**src/rtl/uart_pkg.sv**
```systemverilog
// Shared UART definitions: rx state encoding, bit-length codes, divider floor.
// Used by uart_rx; bit-length codes are common with the transmitter.
package uart_pkg;

  typedef enum logic [2:0] {
    RX_IDLE,
    RX_START,
    RX_DATA,
    RX_PARITY,
    RX_STOP,
    RX_BREAK
  } rx_state_e;

  localparam logic [1:0] BITLEN_5 = 2'b00;
  localparam logic [1:0] BITLEN_6 = 2'b01;
  localparam logic [1:0] BITLEN_7 = 2'b10;
  localparam logic [1:0] BITLEN_8 = 2'b11;

  localparam logic [15:0] UART_MIN_DIVIDE = 16'd4;

  function automatic logic [15:0] clamp_div(
    input logic [15:0] n
  );
    return (n < UART_MIN_DIVIDE) ? UART_MIN_DIVIDE : n;
  endfunction

  // Index of the final data bit: code 00 -> 4 ... code 11 -> 7.
  function automatic logic [2:0] last_idx(
    input logic [1:0] bl
  );
    return {1'b1, bl};
  endfunction

endpackage

```
**src/rtl/uart_rx_sync.sv**
```systemverilog
// Multi-flop synchroniser for the asynchronous serial line.
// Resets to 1 so an idle (high) line produces no false start.
module uart_rx_sync #(
  parameter int STAGES = 2
) (
  input  logic clk_i,
  input  logic rst_ni,
  input  logic d_i,
  output logic q_o
);

  logic [STAGES-1:0] ff_q;

  // Shift the raw line through the flop chain.
  always_ff @(posedge clk_i or negedge rst_ni) begin
    if (!rst_ni) begin
      ff_q <= '1;
    end else begin
      ff_q <= {ff_q[STAGES-2:0], d_i};
    end
  end

  assign q_o = ff_q[STAGES-1];

endmodule

```
**src/rtl/uart_rx.sv**
```systemverilog
// UART receiver: start/data/parity/stop FSM with a valid/ack holding register.
// Parity support is compiled only when UART_RX_PARITY_EN is defined.
module uart_rx
  import uart_pkg::*;
#(
  parameter int SYNC_STAGES = 2
) (
  input  logic        m_clock,
  input  logic        p_reset,
  input  logic        RxD_i,
  input  logic [15:0] Freq_Divide_Param_i,
  input  logic [1:0]  Rx_BitLength_i,
  input  logic        Rx_ParityEN_i,
  input  logic        Rx_OddParity_i,
  input  logic        Rx_Enable_i,
  input  logic        Rx_Ack_i,
  output logic [7:0]  Rx_Data_o,
  output logic        Rx_Valid_o,
  output logic        Rx_ParityErr_o,
  output logic        Rx_FrameErr_o,
  output logic        Rx_Overrun_o,
  output logic        Rx_Busy_o
);

  logic        rxs;
  rx_state_e   state_q;
  logic [15:0] cnt_q;
  logic [15:0] n_q;
  logic [15:0] n_d;
  logic [1:0]  bl_q;
  logic [2:0]  idx_q;
  logic [7:0]  shift_q;
  logic [7:0]  data_q;
  logic        valid_q;
  logic        ferr_q;
  logic        ovr_q;
  logic        tick;
  logic        done_d;
`ifdef UART_RX_PARITY_EN
  logic        par_en_q;
  logic        odd_q;
  logic        perr_f_q;
  logic        perr_q;
`else
  logic        unused_par;
`endif

  uart_rx_sync #(
    .STAGES (SYNC_STAGES)
  ) u_sync (
    .clk_i  (m_clock),
    .rst_ni (p_reset),
    .d_i    (RxD_i),
    .q_o    (rxs)
  );

  assign n_d    = clamp_div(Freq_Divide_Param_i);
  assign tick   = (cnt_q == 16'd0);
  assign done_d = Rx_Enable_i && (state_q == RX_STOP) && tick;

  // Frame FSM, bit timer, shifter and holding register.
  always_ff @(posedge m_clock or negedge p_reset) begin
    if (!p_reset) begin
      state_q  <= RX_IDLE;
      cnt_q    <= '0;
      n_q      <= UART_MIN_DIVIDE;
      bl_q     <= BITLEN_8;
      idx_q    <= '0;
      shift_q  <= '0;
      data_q   <= '0;
      valid_q  <= 1'b0;
      ferr_q   <= 1'b0;
      ovr_q    <= 1'b0;
`ifdef UART_RX_PARITY_EN
      par_en_q <= 1'b0;
      odd_q    <= 1'b0;
      perr_f_q <= 1'b0;
      perr_q   <= 1'b0;
`endif
    end else begin
      cnt_q <= cnt_q - 16'd1;
      if (Rx_Ack_i && valid_q && !done_d) begin
        valid_q <= 1'b0;
        ovr_q   <= 1'b0;
      end
      if (!Rx_Enable_i) begin
        state_q <= RX_IDLE;
      end else begin
        unique case (state_q)
          RX_IDLE: begin
            if (!rxs) begin
              state_q  <= RX_START;
              cnt_q    <= (n_d >> 1) - 16'd1;
              n_q      <= n_d;
              bl_q     <= Rx_BitLength_i;
              idx_q    <= '0;
              shift_q  <= '0;
`ifdef UART_RX_PARITY_EN
              par_en_q <= Rx_ParityEN_i;
              odd_q    <= Rx_OddParity_i;
              perr_f_q <= 1'b0;
`endif
            end
          end
          RX_START: begin
            if (tick) begin
              cnt_q   <= n_q - 16'd1;
              state_q <= rxs ? RX_IDLE : RX_DATA;
            end
          end
          RX_DATA: begin
            if (tick) begin
              cnt_q          <= n_q - 16'd1;
              shift_q[idx_q] <= rxs;
              if (idx_q == last_idx(bl_q)) begin
`ifdef UART_RX_PARITY_EN
                state_q <= par_en_q ? RX_PARITY : RX_STOP;
`else
                state_q <= RX_STOP;
`endif
              end else begin
                idx_q <= idx_q + 3'd1;
              end
            end
          end
`ifdef UART_RX_PARITY_EN
          RX_PARITY: begin
            if (tick) begin
              cnt_q    <= n_q - 16'd1;
              perr_f_q <= ((^shift_q) ^ rxs) != odd_q;
              state_q  <= RX_STOP;
            end
          end
`endif
          RX_STOP: begin
            if (tick) begin
              if (!valid_q || Rx_Ack_i) begin
                data_q  <= shift_q;
                ferr_q  <= ~rxs;
                valid_q <= 1'b1;
`ifdef UART_RX_PARITY_EN
                perr_q  <= perr_f_q;
`endif
              end else begin
                ovr_q <= 1'b1;
              end
              state_q <= rxs ? RX_IDLE : RX_BREAK;
            end
          end
          RX_BREAK: begin
            if (rxs) begin
              state_q <= RX_IDLE;
            end
          end
          default: state_q <= RX_IDLE;
        endcase
      end
    end
  end

  assign Rx_Data_o     = data_q;
  assign Rx_Valid_o    = valid_q;
  assign Rx_FrameErr_o = ferr_q;
  assign Rx_Overrun_o  = ovr_q;
  assign Rx_Busy_o     = (state_q != RX_IDLE);
`ifdef UART_RX_PARITY_EN
  assign Rx_ParityErr_o = perr_q;
`else
  assign Rx_ParityErr_o = 1'b0;
  assign unused_par     = Rx_ParityEN_i ^ Rx_OddParity_i;
`endif

endmodule
```
**config.mk**
```make
export PLATFORM = sky130hd
export DESIGN_NAME = uart_rx
export DESIGN_NICKNAME = d
export VERILOG_FILES = /design/src/rtl/uart_pkg.sv /design/src/rtl/uart_rx_sync.sv /design/src/rtl/uart_rx.sv
export SDC_FILE = /design/constraint.sdc
export NUM_CORES = 1
export LEC_CHECK = 0
export CAP_MARGIN = 10
export CORE_ASPECT_RATIO = 1.2
export CORE_UTILIZATION = 44
export DETAILED_ROUTE_END_ITERATION = 8
export HOLD_SLACK_MARGIN = 0.03
export PLACE_DENSITY_LB_ADDON = 0.12
export SLEW_MARGIN = 20
export SYNTH_ARGS = -nofsm -noshare
export SYNTH_HDL_FRONTEND = slang
export SYNTH_SLANG_ARGS = --single-unit
```
**constraint.sdc**
```tcl
create_clock -name m_clock -period 2.9 [get_ports m_clock]
set_clock_uncertainty 0.2 [all_clocks]
set_input_delay 0.435 -clock m_clock [delete_from_list [all_inputs] [get_ports m_clock]]
set_output_delay 0.435 -clock m_clock [all_outputs]
set_load 0.01 [all_outputs]
```
==> impl_metrics.env, run 1 <==
export IMPL_status="finished, final reports clean"
export IMPL_yosysWarnings=0
export IMPL_leakage_nw=2.02
export IMPL_r2r_end="Rx_Data_o[0]"
export IMPL_syn_avg_cell_area_um2=9.02
export IMPL_maxSlewViolCount=0
export IMPL_post_synth_top_count_cell="nand2_1"
export IMPL_nNetsFinal=517
export IMPL_synth_ff_latch_count=61
export IMPL_cts_max_level=3
export IMPL_ant_nets=0
export IMPL_nFillCells=764
export IMPL_core_mm2=0.00824
export IMPL_numCtsBuffers=9
export IMPL_hold_worst_slack_ns=0.155
export IMPL_cts_buffer_depth=2
export IMPL_cap_violations=0
export IMPL_post_dp_hpwl_um=7150
export IMPL_criticalPathCategory="input pin to flip-flop"
export IMPL_drt_iter0_drc=119
export IMPL_max_slew_worst_pin_slew_ns=0.641
export IMPL_utilization_pct=56.9
export IMPL_synth_flop_cell="dfrtp_1"
export IMPL_syn_inst=420
export IMPL_clk_pin_slew_ns=0.07
export IMPL_crit_fanout=4
export IMPL_drtPass1Iterations=4
export IMPL_finalHoldViolCount=0
export IMPL_cts_tree="built"
export IMPL_routed_wl_um=9400
export IMPL_clock_latency_ns=0.35
export IMPL_fp_dieArea_mm2=0.00899
export IMPL_cp_end_kind="flip-flop"
export IMPL_fmax_ghz=0.375
export IMPL_clock_root_buffer="clkbuf_8"
export IMPL_period_share_pct=91.9
export IMPL_grt_max_degree=31
export IMPL_min_path_cells=0
export IMPL_syn_num_nets=450
export IMPL_drive_gt1_share_pct=16.3
export IMPL_reg2reg_setup_slack_ns=0.40
export IMPL_cp_arrival_ns=2.70
export IMPL_ys_seq_area_share_pct=40.5
export IMPL_total_power_mw=2.64
export IMPL_critPathLaunchType="input pin"
export IMPL_synth_edff_count=0
export IMPL_antenna_found_initial=0
export IMPL_rows=36
export IMPL_rsz0062_at_grt="no"
export IMPL_first_global_vias=3393
export IMPL_grt_total_usage_pct=23.1
export IMPL_die_y_um=104
export IMPL_holdCritStartpoint="u_sync.ff_q[0]"
export IMPL_yosysTopAreaCell="dfrtp_1"
export IMPL_viasPerCell=5.53
export IMPL_place_congestion=0.871
export IMPL_r2r_start="cnt_q[0]"
export IMPL_netlist_area_leader_share_pct=37.0
export IMPL_synth_distinct_cells=64
export IMPL_dieWidth_um=86.7
export IMPL_peakVddDrop_mv=0.225
export IMPL_ys_top_cells_by_area="dfrtp_1 (37%), nand2_1 (6.1%), xnor2_1 (4.9%)"
export IMPL_synth_area_mm2=0.00379
export IMPL_period_needed_ns=2.67
export IMPL_drcViolationCount=0
export IMPL_relSlewSlack_pct=57.3
export IMPL_grt_pass1_wl_um=16000
export IMPL_clock_sinks=61
export IMPL_p_per_area_mw_per_mm2=564
export IMPL_ios=38
export IMPL_initial_core_util_pct=46.0
export IMPL_vias=3351
export IMPL_io_buffers=34
export IMPL_overflow=0
export IMPL_crit_required_ns=2.93
export IMPL_whs_endpoint="u_sync.ff_q[1]"
export IMPL_setup_viol=0
export IMPL_yosys_top_cells_count="nand2_1 (62), dfrtp_1 (56), nor2_1 (36)"
export IMPL_postCtsSetupBuffers=0
export IMPL_hp_class="flip-flop to flip-flop"
export IMPL_syn_to_final_growth_pct=23.7
export IMPL_reg2regPathDepth=7
export IMPL_synth_async_reset_ratio_pct=100
export IMPL_wl_per_cell_um=15.5
export IMPL_antenna_cells=0
[worst max-delay path: stages]
cell and delay (ns):
clkdlybuf4s50_1 0.48, nor4_1 0.06, buf_4 0.13, buf_4 0.13
and3_1 0.19, a21oi_1 0.25, ha_1 0.18, nor2b_1 0.18
nand4_1 0.13, xor2_1 0.14, nor2_1 0.06, a311o_1 0.32
[state kept, by name, indices dropped and copies added (netlist names)]
register and flops:
shift_q 8, Rx_Valid_o 1, n_q 16, Rx_Data_o 8, idx_q 3, Rx_Overrun_o 1, Rx_FrameErr_o 1, cnt_q 16
u_sync.ff_q 2, bl_q 2, state_q 3
[routing by layer]
layer | global-route usage, % | share of wire (%) | vias up
met5 | 0 | 0 | -
met4 | 11.2 | 2.5 | 0
met3 | 4.94 | 4.4 | 17
met2 | 40.0 | 53 | 91
met1 | 26.5 | 40 | 1599
li1 | - | - | 1644
[stage by stage]
stage | setup TNS, ns | setup WS (ns) | std cells | cell area [um^2]
floorplan | 0 | 0.128 | 420 | 3790
global placement | -0.832 | -0.209 | 589 | 4480
detailed placement | -0.941 | -0.212 | 589 | 4480
CTS | 0 | 0.140 | 606 | 4690
global route | 0 | 0.0249 | 606 | 4690
finish | 0 | 0.233 | 606 | 4690
[layout make-up]
type	count	area, um^2	area share [%]
Sequential cell	61	1530	32.7
Timing Repair Buffer	75	646	13.8
Clock buffer	13	149	3.18
Inverter	10	37.5	0.801
Tap cell	114	143	3.04
Clock inverter	3	45.0	0.961
Multi-Input combinational cell	330	2140	45.6
[power by group]
part,switching (mW),internal (mW),leakage [nW]
Clock,0.324,0.421,0.0899
Sequential,0.213,0.987,0.774
Combinational,0.349,0.349,1.16
[what timing repair did]
action,in CTS,in global routing
endpoints found under the hold margin,16,0
resized for setup,0,1
hold buffers,1,0
endpoints found under the setup margin,0,3
[how the worst max path moves through the flow]
stage	startpoint	end	slack [ns]	cells past startpoint
after detailed placement	Freq_Divide_Param_i[15]	cnt_q[12]	-0.21	11
after floorplan	Freq_Divide_Param_i[15]	cnt_q[10]	0.13	9
final	Freq_Divide_Param_i[15]	cnt_q[10]	0.23	12
after global routing	Freq_Divide_Param_i[15]	cnt_q[12]	0.02	11
after CTS	Freq_Divide_Param_i[15]	cnt_q[12]	0.14	11
after global placement	Freq_Divide_Param_i[15]	cnt_q[12]	-0.21	11
[cells in the final DEF (no fill, tap or decap), types with 4 or more instances in the layout]
cell	n
mux2_2	9
nand2_1	62
nand3_1	11
or3_1	6
inv_1	10
nor2_1	36
nand2b_1	9
nand4_1	7
or4_1	4
xor2_1	17
ha_1	5
a21oi_1	11
nor3_1	12
nor3b_1	4
clkbuf_8	10
dfstp_2	5
nand3b_1	4
o21ai_0	19
o211ai_1	5
xnor2_1	21
o22ai_1	7
nor4_1	9
buf_4	40
o31ai_1	11
nor2b_1	4
dfrtp_1	56
clkdlybuf4s50_1	33
[cells by family (layout without fill, tap and decap cells)]
group / Yosys count / after routing / share of synthesized area, %
xor+xnor: 38 / 38 / 8.78
flops: 61 / 61 / 40.5
mux: 11 / 11 / 3.20
other cells: 1 / 1 / 0.0990
simple gates: 191 / 191 / 27.4
fa+ha+maj: 6 / 6 / 1.92
buf+inv: 29 / 101 / 3.17
compound gates: 83 / 83 / 14.9
(Power assumes the default switching activity.)
==> run 2, diff against run 1 <==
--- a/config.mk
+++ b/config.mk
@@ -5,9 +5,10 @@
 export SDC_FILE = /design/constraint.sdc
 export NUM_CORES = 1
 export LEC_CHECK = 0
+export ABC_AREA = 0
 export CAP_MARGIN = 10
 export CORE_ASPECT_RATIO = 1.2
-export CORE_UTILIZATION = 44
+export CORE_UTILIZATION = 57
 export DETAILED_ROUTE_END_ITERATION = 8
 export HOLD_SLACK_MARGIN = 0.03
 export PLACE_DENSITY_LB_ADDON = 0.12
==> run 2 against run 1 <==
Flip-flop and latch count unchanged. First-iteration DRC count up 41%. Clock power up 2%. Combinational power up 3%. Non-clock buffer count up 1. Via count up 0.95%. Global-route usage up 6.6 points. Register-to-register slack worse by 0.02 ns. Total power up 1.5%. Cell count down 4.6%. Maximum frequency up 1.1%.
==> impl_metrics.env, run 2 (same netlist as run 1, synthesis figures left out) <==
export IMPL_clk_pin_slew_ns=0.07
export IMPL_setup_viol=0
export IMPL_layout_commonest_cell="nand2_1"
export IMPL_initial_core_util_pct=59.1
export IMPL_min_path_cells=0
export IMPL_io_buffers=34
export IMPL_nNetsFinal=518
export IMPL_reg_top3="cnt_q (16), n_q (16)"
export IMPL_first_global_vias=3520
export IMPL_core_mm2=0.00641
export IMPL_die_y_um=91.3
export IMPL_overflow=0
export IMPL_clock_sinks=61
export IMPL_numCtsBuffers=9
export IMPL_cts_tree="built"
export IMPL_hp_class="flip-flop to flip-flop"
export IMPL_routed_wl_um=9450
export IMPL_multi_input_area_mm2=0.00214
export IMPL_crit_required_ns=2.97
export IMPL_cp_end_kind="flip-flop"
export IMPL_fp_dieArea_mm2=0.00698
export IMPL_utilization_pct=72.9
export IMPL_holdCritStartpoint="u_sync.ff_q[0]"
export IMPL_crit_fanout=3
export IMPL_grt_pass1_wl_um=16100
export IMPL_maxSlewViolCount=0
export IMPL_grt_total_usage_pct=29.7
export IMPL_fmax_ghz=0.379
export IMPL_nFillCells=521
export IMPL_postPlaceCellArea_mm2=0.00447
export IMPL_rows=32
export IMPL_status="finished, final reports clean"
export IMPL_cts_max_level=3
export IMPL_clock_latency_ns=0.35
export IMPL_r2r_end="shift_q[5]"
export IMPL_cap_violations=0
export IMPL_drive_gt1_share_pct=16.8
export IMPL_antenna_found_initial=0
export IMPL_drcViolationCount=0
export IMPL_ios=38
export IMPL_r2r_start="cnt_q[0]"
export IMPL_post_dp_hpwl_um=7110
export IMPL_syn_to_final_growth_pct=23.2
export IMPL_wl_per_cell_um=16.3
export IMPL_antenna_cells=0
export IMPL_max_slew_worst_pin_slew_ns=0.691
export IMPL_viasPerCell=5.85
export IMPL_peakVddDrop_mv=0.439
export IMPL_place_congestion=0.865
export IMPL_cts_buffer_depth=2
export IMPL_vias=3383
export IMPL_ant_nets=0
export IMPL_leakage_nw=2.04
export IMPL_criticalPathCategory="input pin to flip-flop"
export IMPL_mostFrequentLayoutCells="nand2_1 (62), dfrtp_1 (56), buf_4 (40)"
export IMPL_seqCellArea_mm2=0.00153
export IMPL_period_needed_ns=2.64
export IMPL_cp_arrival_ns=2.70
export IMPL_finalHoldViolCount=0
export IMPL_grt_max_degree=34
export IMPL_relSlewSlack_pct=53.8
export IMPL_p_per_area_mw_per_mm2=574
export IMPL_critPathLaunchType="input pin"
export IMPL_dieWidth_um=76.4
export IMPL_period_share_pct=91.0
export IMPL_fin_area_mm2=0.00467
export IMPL_postCtsSetupBuffers=0
export IMPL_reg2reg_setup_slack_ns=0.38
export IMPL_clock_root_buffer="clkbuf_8"
export IMPL_rsz0062_at_grt="no"
export IMPL_reg2regPathDepth=7
export IMPL_drtPass1Iterations=4
export IMPL_drt_iter0_drc=168
export IMPL_whs_endpoint="u_sync.ff_q[1]"
[run 2: changes by cell type in the layout (fill, tap and decap cells not counted)]
cell / change
clkinv_2: +4
clkinvlp_4: -2
buf_12: +1
clkbuf_1: -2
[run 2: what timing repair did]
item                                    4_1_cts  5_1_grt
hold endpoints to repair                     24        0
hold buffers                                  1        0
resized for setup                             0        1
endpoints found under the setup margin        0        3
[run 2: area by class of cell]
| class | instances | area share, % |
|---|---|---|
| clock inverter | 5 | 1.07 |
| multi-input combinational | 330 | 45.7 |
| inverter | 10 | 0.804 |
| sequential | 61 | 32.8 |
| clock buffer | 11 | 3.03 |
| tap | 85 | 2.28 |
| timing repair buffer | 76 | 14.3 |
[run 2: worst max-delay path, stage by stage]
cell and delay (ns):
clkdlybuf4s50_1 0.45, nor4_1 0.28, buf_4 0.17, nand4_1 0.11, o21ai_1 0.19, buf_4 0.15
ha_1 0.19, nand3_1 0.12, or3_1 0.33, xor2_1 0.14, o21ai_0 0.13
[run 2: where the power goes]
group	leakage [nW]	switching [mW]	internal, mW	total (mW)
Sequential	0.774	0.215	0.987	1.20
Combinational	1.17	0.367	0.351	0.718
Clock	0.103	0.346	0.414	0.761
[run 2: stage by stage]
| step | hold slack (ns) | power [mW] | instances | worst slack, ns | TNS [ns] |
|---|---|---|---|---|---|
| floorplan | -0.0606 | 1.66 | 420 | 0.128 | 0 |
| global placement | 0.147 | 1.88 | 561 | -0.152 | -0.521 |
| detailed placement | 0.148 | 1.91 | 561 | -0.179 | -0.751 |
| CTS | 0.162 | 2.67 | 578 | 0.176 | 0 |
| global route | 0.166 | 2.82 | 578 | 0.0731 | 0 |
| finish | 0.160 | 2.68 | 578 | 0.261 | 0 |
[run 2: how the worst max path moves through the flow]
stage | from | to | slack [ns]
finish | Freq_Divide_Param_i[15] | cnt_q[12] | 0.26
floorplan | Freq_Divide_Param_i[15] | cnt_q[10] | 0.13
global route | Freq_Divide_Param_i[15] | cnt_q[12] | 0.07
CTS | Freq_Divide_Param_i[15] | cnt_q[12] | 0.18
detailed placement | Freq_Divide_Param_i[15] | cnt_q[12] | -0.18
global placement | Freq_Divide_Param_i[15] | cnt_q[12] | -0.15
[run 2: routing by layer]
metal | vias up | share of wire [%] | GRT usage (%)
met5 | - | 0 | 0
met3 | 35 | 4.0 | 6.53
li1 | 1655 | - | -
met2 | 87 | 52 | 53.2
met1 | 1606 | 40 | 32.3
met4 | 0 | 3.9 | 16.3
==> run 3, diff against run 2 <==
==> constraint.sdc (replaced) <==
create_clock -name m_clock -period 3.1 [get_ports m_clock]
set_clock_uncertainty 0.2 [all_clocks]
set_input_delay 0.465 -clock m_clock [delete_from_list [all_inputs] [get_ports m_clock]]
set_output_delay 0.465 -clock m_clock [all_outputs]
set_load 0.01 [all_outputs]
==> run 3 against run 2 <==
Routed wire length decreased by 2.7%. Register-to-register slack improved by 0.22 ns. Non-clock buffer count decreased by 8. Clock power decreased by 9.3%. Largest cell class unchanged. Total power decreased by 8.2%. Cell area decreased by 1.7%. Global-route usage decreased by 0.65 points. Sequential power decreased by 6%. Utilization decreased by 1.3 points.
==> impl_metrics.env, run 3 (same netlist as run 1, synthesis figures left out) <==
export IMPL_status="finished, final reports clean"
export IMPL_criticalPathCategory="input pin to flip-flop"
export IMPL_cp_arrival_ns=2.85
export IMPL_grt_pass1_wl_um=15700
export IMPL_relSlewSlack_pct=54.9
export IMPL_post_dp_hpwl_um=6800
export IMPL_r2r_end="shift_q[1]"
export IMPL_first_global_vias=3402
export IMPL_grt_total_usage_pct=29.0
export IMPL_period_share_pct=90.9
export IMPL_setup_tns_ns=0
export IMPL_drt_iter0_drc=203
export IMPL_critPathMaxStageDelay_ns=0.42
export IMPL_clock_root_buffer="clkbuf_8"
export IMPL_antenna_cells=0
export IMPL_dieWidth_um=76.4
export IMPL_routed_wl_um=9190
export IMPL_drcViolationCount=0
export IMPL_nFillCells=513
export IMPL_clock_latency_ns=0.36
export IMPL_syn_to_final_growth_pct=21.1
export IMPL_fp_dieArea_mm2=0.00698
export IMPL_crit_family="simple AND/OR/NAND/NOR gates"
export IMPL_crit_path_start="Freq_Divide_Param_i[14]"
export IMPL_cts_buffer_depth=2
export IMPL_cts_max_level=3
export IMPL_dpl_cell_count=553
export IMPL_place_congestion=0.861
export IMPL_period_needed_ns=2.82
export IMPL_peakVddDrop_mv=0.296
export IMPL_overflow=0
export IMPL_max_slew_worst_pin_slew_ns=0.677
export IMPL_finalHoldViolCount=0
export IMPL_crit_required_ns=3.14
export IMPL_p_per_area_mw_per_mm2=536
export IMPL_wl_per_cell_um=16.1
export IMPL_grt_max_degree=37
export IMPL_drive_gt1_share_pct=15.3
export IMPL_stdcell_count=570
export IMPL_io_buffers=34
export IMPL_mostFrequentLayoutCells="nand2_1 (62), dfrtp_1 (56), nor2_1 (36)"
export IMPL_utilization_pct=71.6
export IMPL_crit_slowest_cell="clkdlybuf4s50_1"
export IMPL_ant_nets=0
export IMPL_antenna_found_initial=0
export IMPL_path_buf_inv=3
export IMPL_maxSlewViolCount=0
export IMPL_reg2regPathDepth=7
export IMPL_viasPerCell=5.83
export IMPL_nNetsFinal=510
export IMPL_layout_commonest_cell="nand2_1"
export IMPL_vias=3321
export IMPL_critPathCapture="cnt_q[12]"
export IMPL_critPathLaunchType="input pin"
export IMPL_cts_tree="built"
export IMPL_numCtsBuffers=9
export IMPL_core_mm2=0.00641
export IMPL_cp_num_cells=11
export IMPL_die_y_um=91.3
export IMPL_rsz0062_at_grt="no"
export IMPL_hp_class="flip-flop to flip-flop"
export IMPL_post_cts_resized=0
export IMPL_drtPass1Iterations=4
export IMPL_ios=38
export IMPL_initial_core_util_pct=59.1
export IMPL_clock_sinks=61
export IMPL_reg2reg_setup_slack_ns=0.60
export IMPL_leakage_nw=1.99
export IMPL_path_cells="clkdlybuf4s50_1, nor4_1, buf_4, nand4_1, o21ai_0, buf_4, ha_1, nand3_1, or3_1, xor2_1, o21ai_0"
export IMPL_clk_pin_slew_ns=0.08
export IMPL_crit_fanout=5
export IMPL_rows=32
export IMPL_fmax_ghz=0.355
export IMPL_cap_violations=0
export IMPL_cp_end_kind="flip-flop"
export IMPL_r2r_start="cnt_q[0]"
export IMPL_reg_top3="cnt_q (16), n_q (16)"
export IMPL_setup_viol=0
-- run 3: layout make-up --
class	count	area (um^2)	share of cell area [%]
inverter	10	37.5	0.818
clock inverter	5	52.6	1.15
timing repair buffer	68	593	12.9
tap	85	106	2.32
sequential	61	1530	33.4
multi-input combinational	330	2140	46.5
clock buffer	11	131	2.86
-- run 3: how the worst min path moves through the flow --
stage	startpoint	end	slack (ns)	depth (start not counted)
3_5_place_dp	u_sync.ff_q[0]	u_sync.ff_q[1]	0.15	0
6_report	u_sync.ff_q[0]	u_sync.ff_q[1]	0.16	0
5_1_grt	u_sync.ff_q[0]	u_sync.ff_q[1]	0.17	0
2_1_floorplan	p_reset	Rx_Data_o[0]	-0.03	0
3_3_place_gp	u_sync.ff_q[0]	u_sync.ff_q[1]	0.15	0
4_1_cts	u_sync.ff_q[0]	u_sync.ff_q[1]	0.16	0
-- run 3: power by group --
group / switching, mW / total [mW] / internal [mW]
logic: 0.323 / 0.644 / 0.321
clock network: 0.322 / 0.690 / 0.367
registers: 0.204 / 1.13 / 0.923
total: 0.850 / 2.46 / 1.61
-- run 3: routing by layer --
| layer | vias up | global-route usage (%) | routed length [um] |
|---|---|---|---|
| met2 | 81 | 51.4 | 4740 |
| met1 | 1579 | 32.6 | 3730 |
| met5 | - | 0 | 0 |
| met4 | 0 | 17.6 | 344 |
| met3 | 31 | 4.62 | 385 |
| li1 | 1630 | - | - |
-- run 3: timing repair --
action                                 in CTS  in global routing
hold buffers                                1                  0
setup endpoints to repair                   0                  0
buffers inserted                            0                  0
endpoints found under the hold margin      56                  0
-- run 3: per-stage QoR --
stage	setup slack, ns	hold WS [ns]	cell area, um^2	power [mW]
floorplan	0.298	-0.0306	3790	1.56
global placement	0.00483	0.147	4400	1.75
detailed placement	-0.0729	0.147	4400	1.77
CTS	0.310	0.163	4590	2.46
global route	0.110	0.170	4590	2.60
finish	0.283	0.162	4590	2.46
